==> src/rtl/o232c_fifo_pkg.sv <==
// Shared definitions for the FIFO-buffered RS-232C transmitter.
package o232c_fifo_pkg;

  typedef enum logic [1:0] {
    StIdle  = 2'd0,
    StStart = 2'd1,
    StData  = 2'd2,
    StStop  = 2'd3
  } tx_state_e;

  // Start bit + 8 data bits + stop bit.
  localparam int unsigned FrameBits         = 10;
  localparam int unsigned DataBits          = FrameBits - 2;
  localparam int unsigned DefaultWaitCycles = 143;

  // Bits needed to count 0 .. cycles-1 (at least one bit).
  function automatic int unsigned cnt_width(input int unsigned cycles);
    return (cycles > 1) ? $clog2(cycles) : 1;
  endfunction

endpackage

==> src/rtl/o232c_fifo_tx_fifo.sv <==
// Byte FIFO with fall-through head output; depth is a power of two.
module tx_fifo #(
  parameter int unsigned DEPTH_LOG2 = 4
) (
  input  logic                  clk,
  input  logic                  xrst,
  input  logic                  push,
  input  logic                  pop,
  input  logic [7:0]            din,
  output logic [7:0]            dout,
  output logic                  full,
  output logic                  empty,
  output logic [DEPTH_LOG2:0]   count
);

  localparam int unsigned Depth = 1 << DEPTH_LOG2;
  localparam logic [DEPTH_LOG2:0] FullCount = (DEPTH_LOG2 + 1)'(Depth);

  logic [7:0]            r_mem [Depth];
  logic [DEPTH_LOG2-1:0] r_wptr;
  logic [DEPTH_LOG2-1:0] r_rptr;
  logic [DEPTH_LOG2:0]   r_count;
  logic                  w_do_push;
  logic                  w_do_pop;

  // Writes while full and reads while empty are ignored.
  assign w_do_push = push && !full;
  assign w_do_pop  = pop && !empty;
  assign full      = (r_count == FullCount);
  assign empty     = (r_count == '0);
  assign dout      = r_mem[r_rptr];
  assign count     = r_count;

  // Storage array; contents are don't-care until written.
  always_ff @(posedge clk) begin
    if (w_do_push) r_mem[r_wptr] <= din;
  end

  // Pointers wrap naturally modulo depth; count tracks occupancy.
  always_ff @(posedge clk or negedge xrst) begin
    if (!xrst) begin
      r_wptr  <= '0;
      r_rptr  <= '0;
      r_count <= '0;
    end else begin
      if (w_do_push) r_wptr <= r_wptr + DEPTH_LOG2'(1);
      if (w_do_pop)  r_rptr <= r_rptr + DEPTH_LOG2'(1);
      case ({w_do_push, w_do_pop})
        2'b10:   r_count <= r_count + (DEPTH_LOG2 + 1)'(1);
        2'b01:   r_count <= r_count - (DEPTH_LOG2 + 1)'(1);
        default: r_count <= r_count;
      endcase
    end
  end

endmodule

==> src/rtl/o232c_fifo.sv <==
// FIFO-buffered 8N1 RS-232C transmitter.
module o232c_fifo
  import o232c_fifo_pkg::*;
#(
  parameter int unsigned WAIT_CYCLES = DefaultWaitCycles,
  parameter int unsigned DEPTH_LOG2  = 4
) (
  input  logic       clk,
  input  logic       xrst,
  input  logic [7:0] data,
  input  logic       valid,
  output logic       ready,
  output logic       tx,
  output logic       busy
);

  localparam int unsigned     CntW    = cnt_width(WAIT_CYCLES);
  localparam logic [CntW-1:0] CntLast = CntW'(WAIT_CYCLES - 1);
  localparam logic [2:0]      BitLast = 3'(DataBits - 1);

  tx_state_e           r_state;
  logic [CntW-1:0]     r_cnt;
  logic [2:0]          r_bit_idx;
  logic [7:0]          r_shift;
  logic                r_tx;
  logic                r_busy;

  logic                w_push;
  logic                w_pop;
  logic                w_full;
  logic                w_empty;
  logic                w_cnt_last;
  logic [7:0]          w_head;
  logic [DEPTH_LOG2:0] w_count;

  assign ready      = !w_full;
  assign w_push     = valid && !w_full;
  assign w_cnt_last = (r_cnt == CntLast);
  // Pop from idle, or at the end of a stop bit for back-to-back frames.
  assign w_pop      = !w_empty && ((r_state == StIdle) || ((r_state == StStop) && w_cnt_last));
  assign tx         = r_tx;
  assign busy       = r_busy;

  tx_fifo #(
    .DEPTH_LOG2 (DEPTH_LOG2)
  ) u_tx_fifo (
    .clk   (clk),
    .xrst  (xrst),
    .push  (w_push),
    .pop   (w_pop),
    .din   (data),
    .dout  (w_head),
    .full  (w_full),
    .empty (w_empty),
    .count (w_count)
  );

  // Frame sequencer with registered line and busy outputs.
  always_ff @(posedge clk or negedge xrst) begin
    if (!xrst) begin
      r_state   <= StIdle;
      r_cnt     <= '0;
      r_bit_idx <= '0;
      r_shift   <= '0;
      r_tx      <= 1'b1;
      r_busy    <= 1'b0;
    end else begin
      r_busy <= (r_state != StIdle) || (w_count != '0);
      // The line follows the state one cycle later.
      case (r_state)
        StStart: r_tx <= 1'b0;
        StData:  r_tx <= r_shift[0];
        default: r_tx <= 1'b1;
      endcase
      case (r_state)
        StIdle: begin
          r_cnt <= '0;
          if (w_pop) begin
            r_shift <= w_head;
            r_state <= StStart;
          end
        end
        StStart: begin
          if (w_cnt_last) begin
            r_cnt     <= '0;
            r_bit_idx <= '0;
            r_state   <= StData;
          end else begin
            r_cnt <= r_cnt + CntW'(1);
          end
        end
        StData: begin
          if (w_cnt_last) begin
            r_cnt   <= '0;
            r_shift <= r_shift >> 1;
            if (r_bit_idx == BitLast) begin
              r_bit_idx <= '0;
              r_state   <= StStop;
            end else begin
              r_bit_idx <= r_bit_idx + 3'd1;
            end
          end else begin
            r_cnt <= r_cnt + CntW'(1);
          end
        end
        StStop: begin
          if (w_cnt_last) begin
            r_cnt <= '0;
            if (w_pop) begin
              r_shift <= w_head;
              r_state <= StStart;
            end else begin
              r_state <= StIdle;
            end
          end else begin
            r_cnt <= r_cnt + CntW'(1);
          end
        end
        default: r_state <= StIdle;
      endcase
    end
  end

endmodule
==> config.mk <==
export PLATFORM = sky130hd
export DESIGN_NAME = o232c_fifo
export DESIGN_NICKNAME = d
export VERILOG_FILES = /design/src/rtl/o232c_fifo_pkg.sv /design/src/rtl/o232c_fifo_tx_fifo.sv /design/src/rtl/o232c_fifo.sv
export SDC_FILE = /design/constraint.sdc
export NUM_CORES = 1
export LEC_CHECK = 0
export BUFFER_PORTS_ARGS = -buffer_cell sky130_fd_sc_hd__buf_2
export CORE_MARGIN = 4
export CORE_UTILIZATION = 40
export DETAILED_ROUTE_END_ITERATION = 6
export PLACE_DENSITY_LB_ADDON = 0.25
export RECOVER_POWER = 25
export SLEW_MARGIN = 5
export SYNTH_ARGS = -nofsm -noshare
export SYNTH_HDL_FRONTEND = slang
export SYNTH_SLANG_ARGS = --single-unit
==> constraint.sdc <==
create_clock -name clk -period 3 [get_ports clk]
set_input_delay 0.45 -clock clk [delete_from_list [all_inputs] [get_ports clk]]
set_output_delay 0.45 -clock clk [all_outputs]
set_load 0.05 [all_outputs]
==> summary.md <==
| Metric | Value |
|---|---|
| Status | complete, no violations |
| CP Cell Sequence | nor4_1, nand2_1, and2_1, inv_1, ha_1, inv_1, fa_1, nor2b_1, o21ai_0, and3_1, nor3_1, xor2_1 |
| Vias | 3736 |
| CTS tree | built |
| Crit-path slowest cell | dfrtp_1 |
| Setup TNS Final | 0 ns |
| DRT Pass-1 Iters | 4 |
| Setup violations, final | 0 |
| Clock Skew | 0.01485 ns |
| GPL Wtd Cong | about 0.83 |
| Synth warn | 0 |
| # DRC | 0 |
| H-tree Lvls | 4 |
| Worst setup path class | reg2reg |
| CTS resizes | 0 |
| Peak VDD IR | about 0.87 mV |
| Power per cell area | roughly 1000 nW/µm² |
| Post-synth EDFFs | 128 |
| Met2 Use GR | 25.09% |
| Yosys cell types | 52 |
| Worst-Margin Slew | 0.8210 ns |
| Core Rows | 47 |
| Worst setup EP type | flop |
| Hold WS | between 0.1 and 0.15 ns |
| Area growth syn-to-layout | 15.55% |
| Worst path arrival time | 3.14 ns |
| Synth Area in Compound Gates | about 6.4% |
| Commonest register cell after synthesis | edfxtp_1 |
| Async set-reset flop share out of synthesis | between 20% and 30% |
| Net Count, Synth | 464 |
| Leak | 2.962 nW |
| Cell mode on critical path | inv_1 |
| Most frequent cell after synthesis | edfxtp_1 |
| Antenna-violating nets left | 0 |
| Post-synth top area cell | edfxtp_1 |
| Post-DP HPWL | 9.531 mm |
| Ant diodes | 0 |
| Vias in the first global route | 3859 |
| #FFs+latches synth | 164 |
| Full die area | 19600 µm² |
| Post-Synthesis Cell Area | around 7000 µm² |
| FMAX | 359.2 MHz |
| Setup crit start kind | flop |
| Height of the die | around 140 µm |
| XOR/XNOR share of the synthesized area | under 10% |
| Clock root cell | clkbuf_16 |
| Routed wire per std cell | 19.94 µm |
| Register-to-Register Path Depth | 12 |
| Post-CTS Setup Repair Bufs | 0 |
| Total gr overflow | 0 |
| Layout cells sized above 1 | 20.37% |
| Synth Area in Adders | approximately 3.7% |
| Post-synth top cells | 128 x edfxtp_1, 35 x dfrtp_1, 29 x mux2i_1 |
| Longest Clk Path Bufs | 2 |
| Crit path max fanout | 9 |
| Max-cap violations | 0 |
| Initial antenna violation count | 0 |
| Syn_area_per_cell | 16.10 µm² |
| Final Hold Viols | 0 |
| GRT busiest layer | met2 |
| Max incr delay on CP | 0.42 ns |
| Largest net degree at the start of global routing | 37 |
| Placed insts | 674 |
| # clock sinks | around 160 |
| Hold Crit Class | in2async |
| Crit path time final | 2.784 ns |
| Global Route Usage Sum | around 15% |
| Max Slew Vio Count | 0 |
| Dominant cells by area after synthesis | edfxtp_1 55%, dfrtp_1 13%, mux4_2 6.1% |
| First-pass GRT wire length | 22.35 mm |
| Vias per cell | 5.292 |
| Clock slew at reported path FFs | 0.07 ns |
| Synth top area share | 55.15% |
| Nets | between 500 and 600 |
| Simple-gate share of the synthesized area | 6.086% |
| Initial core utilization | 41.44% |
| Port Buffers | 13 |
| Core Region | 16820 µm² |
| Worst endpoint required time | 3.35 ns |
| Met1 Use GR | 19.94% |
| Post-Synthesis Cells | 433 |
| Finished Layout Cells | 706 |
| Final period util | around 93% |
| Initial DRC Count | 274 |
| Die width | 140.0 µm |
| Final WL | 14.08 mm |
| Hold_buf cts | 0 |
| RSZ-0062 raised after global routing | no |
| CTS buffer count | 17 |
| Slew HR | 45.27% |
| Ports | 14 |
| Seq/Total Area, Yosys | 68.10% |
| Largest family of logic cells by synthesized area | multiplexers |
| Multiplexer share of the synthesized area | between 10% and 20% |
| Clock Latency Late Sink | roughly 0.43 ns |
| GR Util met3 | about 3.4% |
-- critical path, delay by kind of cell (launching register included) --
family | cells | cell delay, ns
simple gates | 6 | 1.17
fa+ha+maj | 2 | 0.64
flops | 1 | 0.42
buf+inv | 2 | 0.20
xor+xnor | 1 | 0.16
compound gates | 1 | 0.12
-- registers in the layout, summed over array words and instances (netlist names) --
name	count
r_bit_idx	3
u_tx_fifo.r_mem	128
r_cnt	8
r_state	2
r_shift	8
u_tx_fifo.r_rptr	4
busy	1
u_tx_fifo.count	5
tx	1
u_tx_fifo.r_wptr	4
-- placed cells by master, fill, tap and decap left out, drive strengths merged, types with 9 or more instances in the layout --
master    n
inv      22
edfxtp  128
nand2    20
clkbuf   23
ha       19
mux2i    29
a21oi    10
nor2     28
mux4     19
xnor2     9
nor3     10
buf      33
dfrtp    35
-- final timing paths --
kind,to,slack (ns),startpoint
worst max-delay path,u_tx_fifo.count[4],0.22,u_tx_fifo.count[1]
worst min-delay path,r_shift[1],0.12,xrst
worst max register to register,u_tx_fifo.count[4],0.22,u_tx_fifo.count[1]
worst min register to register,r_cnt[0],0.50,r_cnt[0]
max in group asynchronous,u_tx_fifo.r_rptr[0],2.31,xrst
min in group clk,u_tx_fifo.r_mem[6][3],0.42,data[3]
-- through the flow --
stage	setup slack (ns)	util, %	area, µm²	total power, mW
2_1_floorplan	0.06479	-	6969	5.039
3_3_place_gp	0.3923	44.03	7405	5.731
3_5_place_dp	0.2505	44.03	7405	5.800
4_1_cts	0.2293	47.92	8060	8.187
5_1_grt	0.0003526	47.88	8053	8.558
6_report	0.2160	47.88	8053	8.111
-- layer usage --
| layer | share of wire (%) | vias to the layer above |
|---|---|---|
| li1 | - | 1749 |
| met1 | 44 | 1898 |
| met2 | 50 | 79 |
| met3 | 4.5 | 10 |
| met4 | 1.1 | 0 |
| met5 | 0 | - |
-- cell families (layout without fill, tap and decap cells) --
family | Yosys count | count (layout)
xor gates and xnor gates | 16 | 16
buffers and inverters | 32 | 85
muxes | 53 | 53
and+or+nand+nor | 87 | 87
AOI/OAI and AO/OA | 61 | 61
DFF | 164 | 164
adders and majority gates | 20 | 20
-- report_power, final --
group / internal, mW / switching (mW) / total (mW)
combinational: 1.18 / 1.41 / 2.58
clock: 1.37 / 0.998 / 2.37
sequential: 2.83 / 0.328 / 3.16
-- final cells by class --
type                       instances  area, µm²
tap                              220      275.3
multi-input combinational        237       2057
inverter                          14      52.55
clock inverter                    15      230.2
fill                            1459       8766
sequential                       164       4747
clock buffer                      17      425.4
timing repair buffer              39      265.3
No activity file was read; power rests on OpenSTA's default activity.
